--- src/rtl/beat_sequencer.sv ---
// Stop/run controller and beat sequencer.
// Steps the four beats S1/A1/S2/A2 and applies operator keys and STOP.
module beat_sequencer #(
    parameter int DIGITS_PER_BEAT = 40,
    parameter int DIGIT_BITS      = 6
) (
    input  logic                  w_CLK,
    input  logic                  w_RST,
    input  logic                  w_DIG,
    input  logic                  w_KSP,
    input  logic                  w_SS,
    input  logic                  w_STP,
    output logic [DIGIT_BITS-1:0] b_PX,
    output logic [1:0]            b_BEAT,
    output logic                  w_BEAT_END,
    output logic                  w_GATE_CI,
    output logic                  w_GATE_FETCH,
    output logic                  w_GATE_EXEC,
    output logic                  SL
);

    typedef enum logic [1:0] {
        ST_STOP,
        ST_ARMED,
        ST_RUN,
        ST_SINGLE
    } state_e;

    localparam logic [DIGIT_BITS-1:0] PX_LAST = DIGIT_BITS'(DIGITS_PER_BEAT - 1);
    localparam logic [1:0] BEAT_S1 = 2'd0;
    localparam logic [1:0] BEAT_A1 = 2'd1;
    localparam logic [1:0] BEAT_A2 = 2'd3;

    logic [DIGIT_BITS-1:0] px_q, px_d;
    state_e                state_q, state_d;
    logic [1:0]            beat_q, beat_d;
    logic                  ss_q;
    logic                  halt_q, halt_d;
    logic                  stp_q, stp_d;
    logic                  sl_q;
    logic                  gci_q, gfe_q, gex_q;
    logic                  ss_pulse;
    logic                  beat_end;
    logic                  stp_hit;
    logic                  active_d;

    assign beat_end   = w_DIG && (px_q == PX_LAST);
    assign ss_pulse   = w_SS && !ss_q;
    assign stp_hit    = stp_q || w_STP;
    assign active_d   = (state_d == ST_RUN) || (state_d == ST_SINGLE);

    assign b_PX         = px_q;
    assign b_BEAT       = beat_q;
    assign w_BEAT_END   = beat_end;
    assign w_GATE_CI    = gci_q;
    assign w_GATE_FETCH = gfe_q;
    assign w_GATE_EXEC  = gex_q;
    assign SL           = sl_q;

    // Digit counter: free-running on the digit strobe so refresh never stops.
    always_comb begin
        px_d = px_q;
        if (w_DIG) begin
            px_d = (px_q == PX_LAST) ? '0 : px_q + 1'b1;
        end
    end

    // Next-state logic for run/stop state, beat, halt hold and STOP capture.
    always_comb begin
        state_d = state_q;
        beat_d  = beat_q;
        halt_d  = halt_q;
        stp_d   = stp_q;
        unique case (state_q)
            ST_STOP: begin
                beat_d = BEAT_S1;
                stp_d  = 1'b0;
                if (beat_end && !w_KSP) begin
                    halt_d = 1'b0;
                end
                if (beat_end && w_KSP && !halt_q) begin
                    state_d = ST_RUN;
                end else if (ss_pulse) begin
                    state_d = ST_ARMED;
                end
            end
            ST_ARMED: begin
                beat_d = BEAT_S1;
                stp_d  = 1'b0;
                if (beat_end) begin
                    state_d = ST_SINGLE;
                end
            end
            ST_RUN, ST_SINGLE: begin
                if (beat_q == BEAT_A2 && w_STP) begin
                    stp_d = 1'b1;
                end
                if (beat_end) begin
                    if (beat_q == BEAT_A2) begin
                        stp_d  = 1'b0;
                        beat_d = BEAT_S1;
                        if (stp_hit) begin
                            state_d = ST_STOP;
                            halt_d  = 1'b1;
                        end else if (state_q == ST_SINGLE || !w_KSP) begin
                            state_d = ST_STOP;
                        end
                    end else begin
                        beat_d = beat_q + 2'd1;
                    end
                end
            end
            default: begin
                state_d = ST_STOP;
                beat_d  = BEAT_S1;
            end
        endcase
    end

    // State registers; lamp and gates are registered from the next state.
    always_ff @(posedge w_CLK) begin
        if (w_RST) begin
            px_q    <= '0;
            state_q <= ST_STOP;
            beat_q  <= BEAT_S1;
            ss_q    <= 1'b0;
            halt_q  <= 1'b0;
            stp_q   <= 1'b0;
            sl_q    <= 1'b1;
            gci_q   <= 1'b0;
            gfe_q   <= 1'b0;
            gex_q   <= 1'b0;
        end else begin
            px_q    <= px_d;
            state_q <= state_d;
            beat_q  <= beat_d;
            ss_q    <= w_SS;
            halt_q  <= halt_d;
            stp_q   <= stp_d;
            sl_q    <= (state_d == ST_STOP) || (state_d == ST_ARMED);
            gci_q   <= active_d && (beat_d == BEAT_S1);
            gfe_q   <= active_d && (beat_d == BEAT_A1);
            gex_q   <= active_d && (beat_d == BEAT_A2);
        end
    end

endmodule
--- config.mk ---
export PLATFORM = sky130hd
export DESIGN_NAME = beat_sequencer
export DESIGN_NICKNAME = d
export VERILOG_FILES = /design/src/rtl/beat_sequencer.sv
export SDC_FILE = /design/constraint.sdc
export NUM_CORES = 1
export LEC_CHECK = 0
export CAP_MARGIN = 20
export CORE_ASPECT_RATIO = 1.25
export CORE_MARGIN = 5
export CORE_UTILIZATION = 41
export CTS_CLUSTER_SIZE = 30
export DETAILED_ROUTE_END_ITERATION = 6
export GPL_TIMING_DRIVEN = 0
export PLACE_DENSITY = 0.72
export SLEW_MARGIN = 20
export SYNTH_ARGS = -nofsm -noshare
export SYNTH_HDL_FRONTEND = slang
export SYNTH_SLANG_ARGS = --single-unit
--- constraint.sdc ---
create_clock -name w_CLK -period 1.5 [get_ports w_CLK]
set_input_delay 0.3 -clock w_CLK [delete_from_list [all_inputs] [get_ports w_CLK]]
set_output_delay 0.3 -clock w_CLK [all_outputs]
set_load 0.005 [all_outputs]
# Yosys cells after proc, flatten, opt, wreduce, memory -nomap -nowiden
# Index checks and enable logic that the tools add are counted.
# Widths: inputs -> output; s select.
[op_classes]
n_addsub = 2
n_eq_ne = 14
muxes = 21
reduce_logical = 23
[ops]
columns = ["operator", "n"]
rows = [
  ["$mux 2", 9],
  ["$eq 2x2->1 const B", 6],
  ["$logic_and 1x1->1", 9],
  ["$ne 2x2->1 const B", 4],
  ["$mux 1", 7],
  ["$add 6x1->6 const B", 1],
  ["$eq 2x1->1 const B", 3],
  ["$eq 6x6->1 const B", 1],
  ["$logic_not 2->1", 3],
  ["$mux 6", 1],
  ["$pmux 2 s3", 1],
  ["$reduce_and 5->1", 1],
  ["$logic_or 1x1->1", 4],
  ["$pmux 1 s2", 2],
  ["$pmux 2 s2", 1],
  ["$reduce_or 2->1", 2],
  ["$logic_not 1->1", 3],
  ["$add 2x1->2 const B", 1],
  ["$reduce_bool 2->1", 1],
]
[word_totals]
register_bits = 17
out_inout_bits = 13
wordCells = 70

# Logic depth before layout (Yosys ltp)
# Gate-level depths: netlist (run 1).
[logic_depth]
word_depth = 10
depth_mapped = 7
ltp_nobuf = 5

# Worst setup path after synthesis (run 1)
# OpenSTA, ideal clock, no wires.
[synth_path]
kind = "register to register"
from = "register px_q[0] (netlist: b_PX[0])"
to = "register gci_q (netlist: w_GATE_CI)"
setup_time_ps = 74
arrival_time_ps = 1442
required_time_ps = 1426
setup_slack_ps = -16
stages_incl_launch_ff = 7
path_buffers = 1
path_cell_list = "dfxtp_1 > ha_1 > and3_1 > and2_4 > buf_8 > a221o_1 > a31oi_1"
[synth_via]
elab_chain_cells = 9
[synth_lines]
columns = ["item", "line", "text"]
rows = [
  ["start, declared", "34", "logic [DIGIT_BITS-1:0] px_q, px_d;"],
  ["start signal, assigned", "134", "px_q <= px_d;"],
  ["$eq 6x6->1 (*)", "47", "assign beat_end = w_DIG && (px_q == PX_LAST);"],
  ["$logic_and 1x1->1 (*)", "47", ""],
  ["$logic_and 1x1->1 (2 in series)", "81", "if (beat_end && w_KSP && !halt_q) begin"],
  ["$mux 2", "81", ""],
  ["$pmux 2 s3", "74", "unique case (state_q)"],
  ["$eq 2x2->1", "50", "assign active_d = (state_d == ST_RUN) || (state_d == ST_SINGLE);"],
  ["$logic_or 1x1->1", "50", ""],
  ["$logic_and 1x1->1 (*)", "141", "gci_q <= active_d && (beat_d == BEAT_S1);"],
  ["end signal, assigned", "141", ""],
  ["end, declared", "41", "logic gci_q, gfe_q, gex_q;"],
]
# Mark *: on every way between the ends. The rest lies on a longest branch, timed or not.
# A chain may end at the register's enable or synchronous reset.

# Worst setup path after layout (run 1)
[layout_path]
from = "register px_q[1] (netlist: b_PX[1])"
to = "output w_BEAT_END"
[layout_via]
elab_chain_cells = 2
[layout_lines]
columns = ["item", "line", "text"]
rows = [
  ["$eq 6x6->1", "47", ""],
  ["$logic_and 1x1->1", "47", ""],
  ["end, declared", "15", "output logic w_BEAT_END,"],
]
# Every way passes these cells.

==> reports/metrics.yaml, run 1 <==
grt-ovfl-total: 0
power_mw: 0.773
cp.required_ns: 1.20
critPathKind: "reg -> out"
finalWorstSetupSlack_ns: -0.132
yosysTopAreaCell: "dfxtp_1"
seq_area_frac_synth_pct: 45.5
htree_levels: 1
die_w_um: 48.2
cap_viol_max_count: 0
areaGrowthSynthToFinish_pct: 47.0
nets: 112
initial_core_util_pct: 42.9
violations: "negative setup slack"
grt_pass1_wl_um: 2680
cts_buffers: 3
core_area_sq_um: 1740
setup_tns_ns: -0.254
fmax_mhz: 613
synth_cell_types: 31
drt-pass1-iter-count: 4
final-hold-violation-count: 0
async_reset_ff_share_pct: 0
end_kind: "output pin"
crit_path_max_fanout: 2
synth_edf_count: 0
root_buffer: "clkbuf_4"
dpl.hpwl_um: 1120
slew_headroom_pct: 68.5
dieArea_sq_um: 2780
grt_max_degree: 11
netlist_area_sq_um: 748
drt_iter0_drc: 23
hold_ws_ns: 0.476
wire_per_inst_um: 13.8
clock_latency_ns: 0.28
synth_area_leaders: "dfxtp_1 (45%), nor3_1 (4.7%), mux2i_1 (4.0%)"
antenna_left: 0
vias: 641
synth_top_area_share_pct: 45.5
antenna_found_initial: 0
ys.flop_type: "dfxtp_1"
dieHeight_um: 57.8
tightestPinTransition_ns: 0.473
period_needed_ns: 1.63
grt_pass1_vias: 623
clk_pin_slew_ns: 0.10
synthesis.nets: 83
vdd.ir_drop.worst_v: 0.000482
start_kind: "flop"
min_path_type: "reg -> reg"
pin_count: 19
num_antenna_cells: 0
ys_warn_count: 0
status: "finished, violations left"
finalClockSkew_ns: 0.00126
ys_ff_latch: 17
gp_congestion: 0.751
cts_tree: "built"
grtUsageTotal_pct: 12.9
drc: 0
cp.arrival_ns: 1.33
cts_buffer_depth: 2
grt_setup_unrepaired: "true"
drive_gt1_share_pct: 32.0
p_leak_nw: 0.469
min_period_over_period_pct: 109
drt-total-wl_um: 1680
syn_inst: 75
setup_viol: 4
pwr_density_cell_nw_per_um2: 703
cts_sinks: 17
drv_slew: 0
rows: 17
avgViaCountPerCell: 5.25
io_buffer_count: 18
synth_area_per_cell_sq_um: 9.98
-- sequential cells by signal, indices dropped and copies added (netlist names) --
signal        count
w_GATE_EXEC       1
stp_q             1
state_q           2
b_BEAT            2
w_GATE_FETCH      1
ss_q              1
w_GATE_CI         1
halt_q            1
SL                1
b_PX              6
-- cells by family after synthesis --
kind of cell    Yosys count  synth area share, %
flops                    17                 45.5
compound gates            9                 11.2
fa+ha+maj                 2                 3.34
xor+xnor                  5                 5.85
buf+inv                   8                 7.86
mux                       3                 4.01
simple gates             31                 22.2
-- through the flow --
| step | instance area, sq um | util [%] | setup slack [ns] | std cells |
|---|---|---|---|---|
| finish | 1100 | 63.1 | -0.132 | 122 |
| detailed placement | 957 | 54.9 | -0.799 | 112 |
| global placement | 957 | 54.9 | -0.805 | 112 |
| global route | 1100 | 63.1 | -0.178 | 122 |
| floorplan | 753 | - | 0.0169 | 75 |
| CTS | 1040 | 59.4 | -0.123 | 120 |
-- layout make-up --
type | instances | area (sq um)
well taps | 19 | 23.8
clock buffers | 3 | 22.5
clock inverters | 1 | 5.00
multi-input cells | 50 | 404
flip-flops and latches | 17 | 363
fillers | 166 | 644
inverters | 4 | 15.0
repair buffers | 25 | 238
plain buffers | 3 | 28.8
-- synth_stat cells, drive strengths merged (2+ instances only) --
cell	n
buf	2
clkbuf	2
dfxtp	17
ha	2
inv	4
mux2i	3
nand2	6
nor2	7
nor2b	2
nor3	7
nor4b	2
xnor2	2
xor2	3
-- layer usage --
metal	up-vias	global-route usage [%]	routed length, um
met5	-	0	0
met4	0	3.46	7
met3	2	3.11	84
met2	18	19.6	858
met1	298	17.8	732
li1	323	-	-
-- report_power, final --
group / total, mW / switching, mW / internal, mW
sequential: 0.465 / 0.0109 / 0.454
clock: 0.237 / 0.138 / 0.0989
combinational: 0.0710 / 0.0289 / 0.0421
-- critical path, cell delays in order, from the launching register on --
cell and delay [ns]:
dfxtp_2 0.35, ha_4 0.16, and3_4 0.17, and2_4 0.15, buf_12 0.12, buf_6 0.10
-- repair_timing --
action / in CTS / in global routing
gates resized for setup: 18 / 13
pin swaps: 1 / 0
hold buffers: 0 / 0
buffers inserted: 5 / 2
setup endpoints to repair: 15 / 14
-- cells in the final DEF (no fill, tap or decap), types with 2 or more instances in the layout --
cell type and n:
dlygate4sd2_1 3, nor2b_1 2, clkdlybuf4s50_1 11, nand2_1 6, nor2_1 7, mux2i_4 2
dfxtp_4 5, dfxtp_2 3, dlymetal6s2s_1 3, xnor2_1 2, inv_1 4, clkbuf_4 3
dfxtp_1 9, buf_4 7, nor3_1 7, xor2_1 3
-- path summary, 6_finish.rpt --
check               start          to  slack (ns)  cells past startpoint
hold / removal     halt_q      halt_q        0.48                      2
setup / recovery  b_PX[1]  w_BEAT_END       -0.13                      5
hold reg to reg    halt_q      halt_q        0.48                      2
setup reg to reg  b_PX[1]      halt_q       -0.04                      7
(Power assumes the default switching activity.)
==> run 2, diff against run 1 <==
--- a/config.mk
+++ b/config.mk
@@ -6,7 +6,6 @@
 export NUM_CORES = 1
 export LEC_CHECK = 0
 export CAP_MARGIN = 20
-export CORE_ASPECT_RATIO = 1.25
 export CORE_MARGIN = 5
 export CORE_UTILIZATION = 41
 export CTS_CLUSTER_SIZE = 30
==> run 2 against run 1 <==
Net effect: the flow still finishes with violations (negative setup slack); highest routed layer unchanged; power rose by 1.0%; hold slack worse by 0.00074 ns; critical path type unchanged; count of clock-buffer cells in the layout unchanged; clock power up 2%; sequential share of layout area shrank 0.95 points; register-to-register slack worse by 0.04 ns; largest cell class unchanged.
==> reports/metrics.yaml, run 2 (synthesis gave the netlist of run 1 again) <==
status: "finished, violations left"
violations: "negative setup slack"
cp.arrival_ns: 1.34  # about the same
period_needed_ns: 1.64  # +0.0102 ns
grt_pass1_wl_um: 2720  # +1.3%
core_area_sq_um: 1730  # -1.0%
cts_sinks: 17  # unchanged
fmax_mhz: 609  # -0.62%
grt-ovfl-total: 0  # unchanged
num_antenna_cells: 0  # unchanged
regArea_sq_um: 363  # unchanged
clk_pin_slew_ns: 0.10  # about the same
wire_per_inst_um: 13.6  # -1.5%
layout_commonest_cell: "clkdlybuf4s50_1"
gp_congestion: 0.771  # +2.7%
cts_buffer_depth: 2  # unchanged
drive_gt1_share_pct: 33.7  # +1.6 points
min_period_over_period_pct: 109  # +0.68 points
finalWorstSetupSlack_ns: -0.142  # -0.0102 ns
tightestPinTransition_ns: 0.580  # +0.107 ns
cts_buffers: 3  # unchanged
vias: 650  # +1.4%
min_to: "halt_q"
r2r_slack_ns: -0.08  # -0.04 ns
initial_core_util_pct: 43.3  # +0.44 points
root_buffer: "clkbuf_4"
dpl.hpwl_um: 1070  # -4.5%
drc: 0  # unchanged
setup_viol: 5  # +1
crit_path_max_fanout: 2  # unchanged
r2r-end: "w_GATE_FETCH"
htree_levels: 1  # unchanged
drt_iter0_drc: 10  # -57%
pwr_density_cell_nw_per_um2: 689  # -1.9%
dieHeight_um: 52.7  # -8.7%
io_buffer_count: 18  # unchanged
finalClockSkew_ns: 0.00561  # +0.00435 ns
fillCellCount: 161  # -3.0%
p_leak_nw: 0.501  # +6.7%
grtUsageTotal_pct: 13.6  # +0.70 points
drv_slew: 0  # unchanged
clock_latency_ns: 0.29  # about the same
critPathKind: "reg -> out"
r2r_start: "b_PX[0]"
die_w_um: 52.7  # +9.4%
slew_headroom_pct: 61.3  # -7.1 points
antenna_found_initial: 0  # unchanged
worstHoldStart: "halt_q"
grt_pass1_vias: 641  # +2.9%
nets: 113  # +0.89%
placed_area_sq_um: 965  # +0.78%
final_area_sq_um: 1130  # +3.0%
grt_setup_unrepaired: "true"
drt-pass1-iter-count: 4  # unchanged
reg2regPathDepth: 6  # -1
final_cell_mix: "clkdlybuf4s50_1 (10), dfxtp_1 (9), buf_4 (8)"
antenna_left: 0  # unchanged
final_cells: 129  # +5.7%
min_path_type: "reg -> reg"
dieArea_sq_um: 2780  # -0.19%
avgViaCountPerCell: 5.04  # -4.1%
hold_depth: 2  # unchanged
drt-total-wl_um: 1750  # +4.1%
cap_viol_max_count: 0  # unchanged
areaGrowthSynthToFinish_pct: 51.3
cts_tree: "built"
place_inst: 118  # +5.4%
grt_max_degree: 11  # unchanged
start_kind: "flop"
largest_reg_flops: 6  # unchanged
multi_input_area_sq_um: 419  # +3.7%
final-hold-violation-count: 0  # unchanged
vdd.ir_drop.worst_v: 0.000496  # +2.8%
cp.required_ns: 1.20  # about the same
rows: 15  # -2
end_kind: "output pin"
pin_count: 19  # unchanged
## run 2: changes by cell type in the layout (fill, tap and decap cells not counted), sizes merged
cell / delta
dlymetal6s2s: +1
clkdlybuf4s50: -1
buf: +1
## run 2: timing repair
item	in CTS	in global routing
setup buffers	7	3
gates resized for setup	21	14
hold buffers	0	0
pin swaps	2	2
endpoints found under the setup margin	15	17
## run 2: worst max path at each step
stage	cells after the start	slack [ns]	end	start
4_1_cts	5	-0.13	w_BEAT_END	b_PX[1]
3_3_place_gp	6	-0.81	w_BEAT_END	w_DIG
2_1_floorplan	6	0.02	w_GATE_CI	b_PX[0]
5_1_grt	5	-0.18	w_BEAT_END	b_PX[0]
3_5_place_dp	6	-0.81	w_BEAT_END	w_DIG
6_report	5	-0.14	w_BEAT_END	b_PX[0]
## run 2: area by class of cell
type	instances	area share (%)
buffer	3	2.54
clock buffer	3	1.99
clock inverter	1	0.442
inverter	4	1.33
multi-input combinational	50	37.0
sequential	17	32.0
tap	25	2.76
timing repair buffer	26	21.9
## run 2: where the power goes
part	internal, mW	leakage, nW	total, mW	switching, mW
Sequential	0.454	0.143	0.465	0.0108
Clock	0.0990	0.0177	0.242	0.143
Combinational	0.0425	0.340	0.0738	0.0313
Total	0.596	0.501	0.781	0.185
## run 2: routing by layer
metal | up-vias | track usage, % | share of wire [%]
li1 | 321 | - | -
met1 | 315 | 15.8 | 44
met2 | 12 | 21.9 | 52
met3 | 2 | 2.85 | 2.9
met4 | 0 | 9.36 | 0.63
met5 | - | 0 | 0
## run 2: worst max-delay path, stage by stage (launching register included)
cell and delay (ns):
dfxtp_2 0.35, ha_4 0.16, and3_4 0.18, and2_4 0.14, buf_12 0.12, buf_6 0.10
## run 2: per-stage QoR
step / utilization, % / setup WS [ns] / hold slack [ns] / setup TNS, ns / power [mW]
2_1_floorplan: - / 0.0169 / 0.383 / 0 / 0.510
3_3_place_gp: 55.9 / -0.813 / 0.460 / -5.02 / 0.543
3_5_place_dp: 55.9 / -0.808 / 0.465 / -5.15 / 0.545
4_1_cts: 62.1 / -0.135 / 0.479 / -0.363 / 0.798
5_1_grt: 65.6 / -0.181 / 0.497 / -0.797 / 0.822
6_report: 65.6 / -0.142 / 0.475 / -0.341 / 0.781
==> run 3, diff against run 2 <==
--- a/config.mk
+++ b/config.mk
@@ -5,6 +5,7 @@
 export SDC_FILE = /design/constraint.sdc
 export NUM_CORES = 1
 export LEC_CHECK = 0
+export ABC_CLOCK_PERIOD_IN_PS = 1500
 export CAP_MARGIN = 20
 export CORE_MARGIN = 5
 export CORE_UTILIZATION = 41
==> results of run 3 <==
No change in the layout: final DEF, timing and power equal those of run 2.
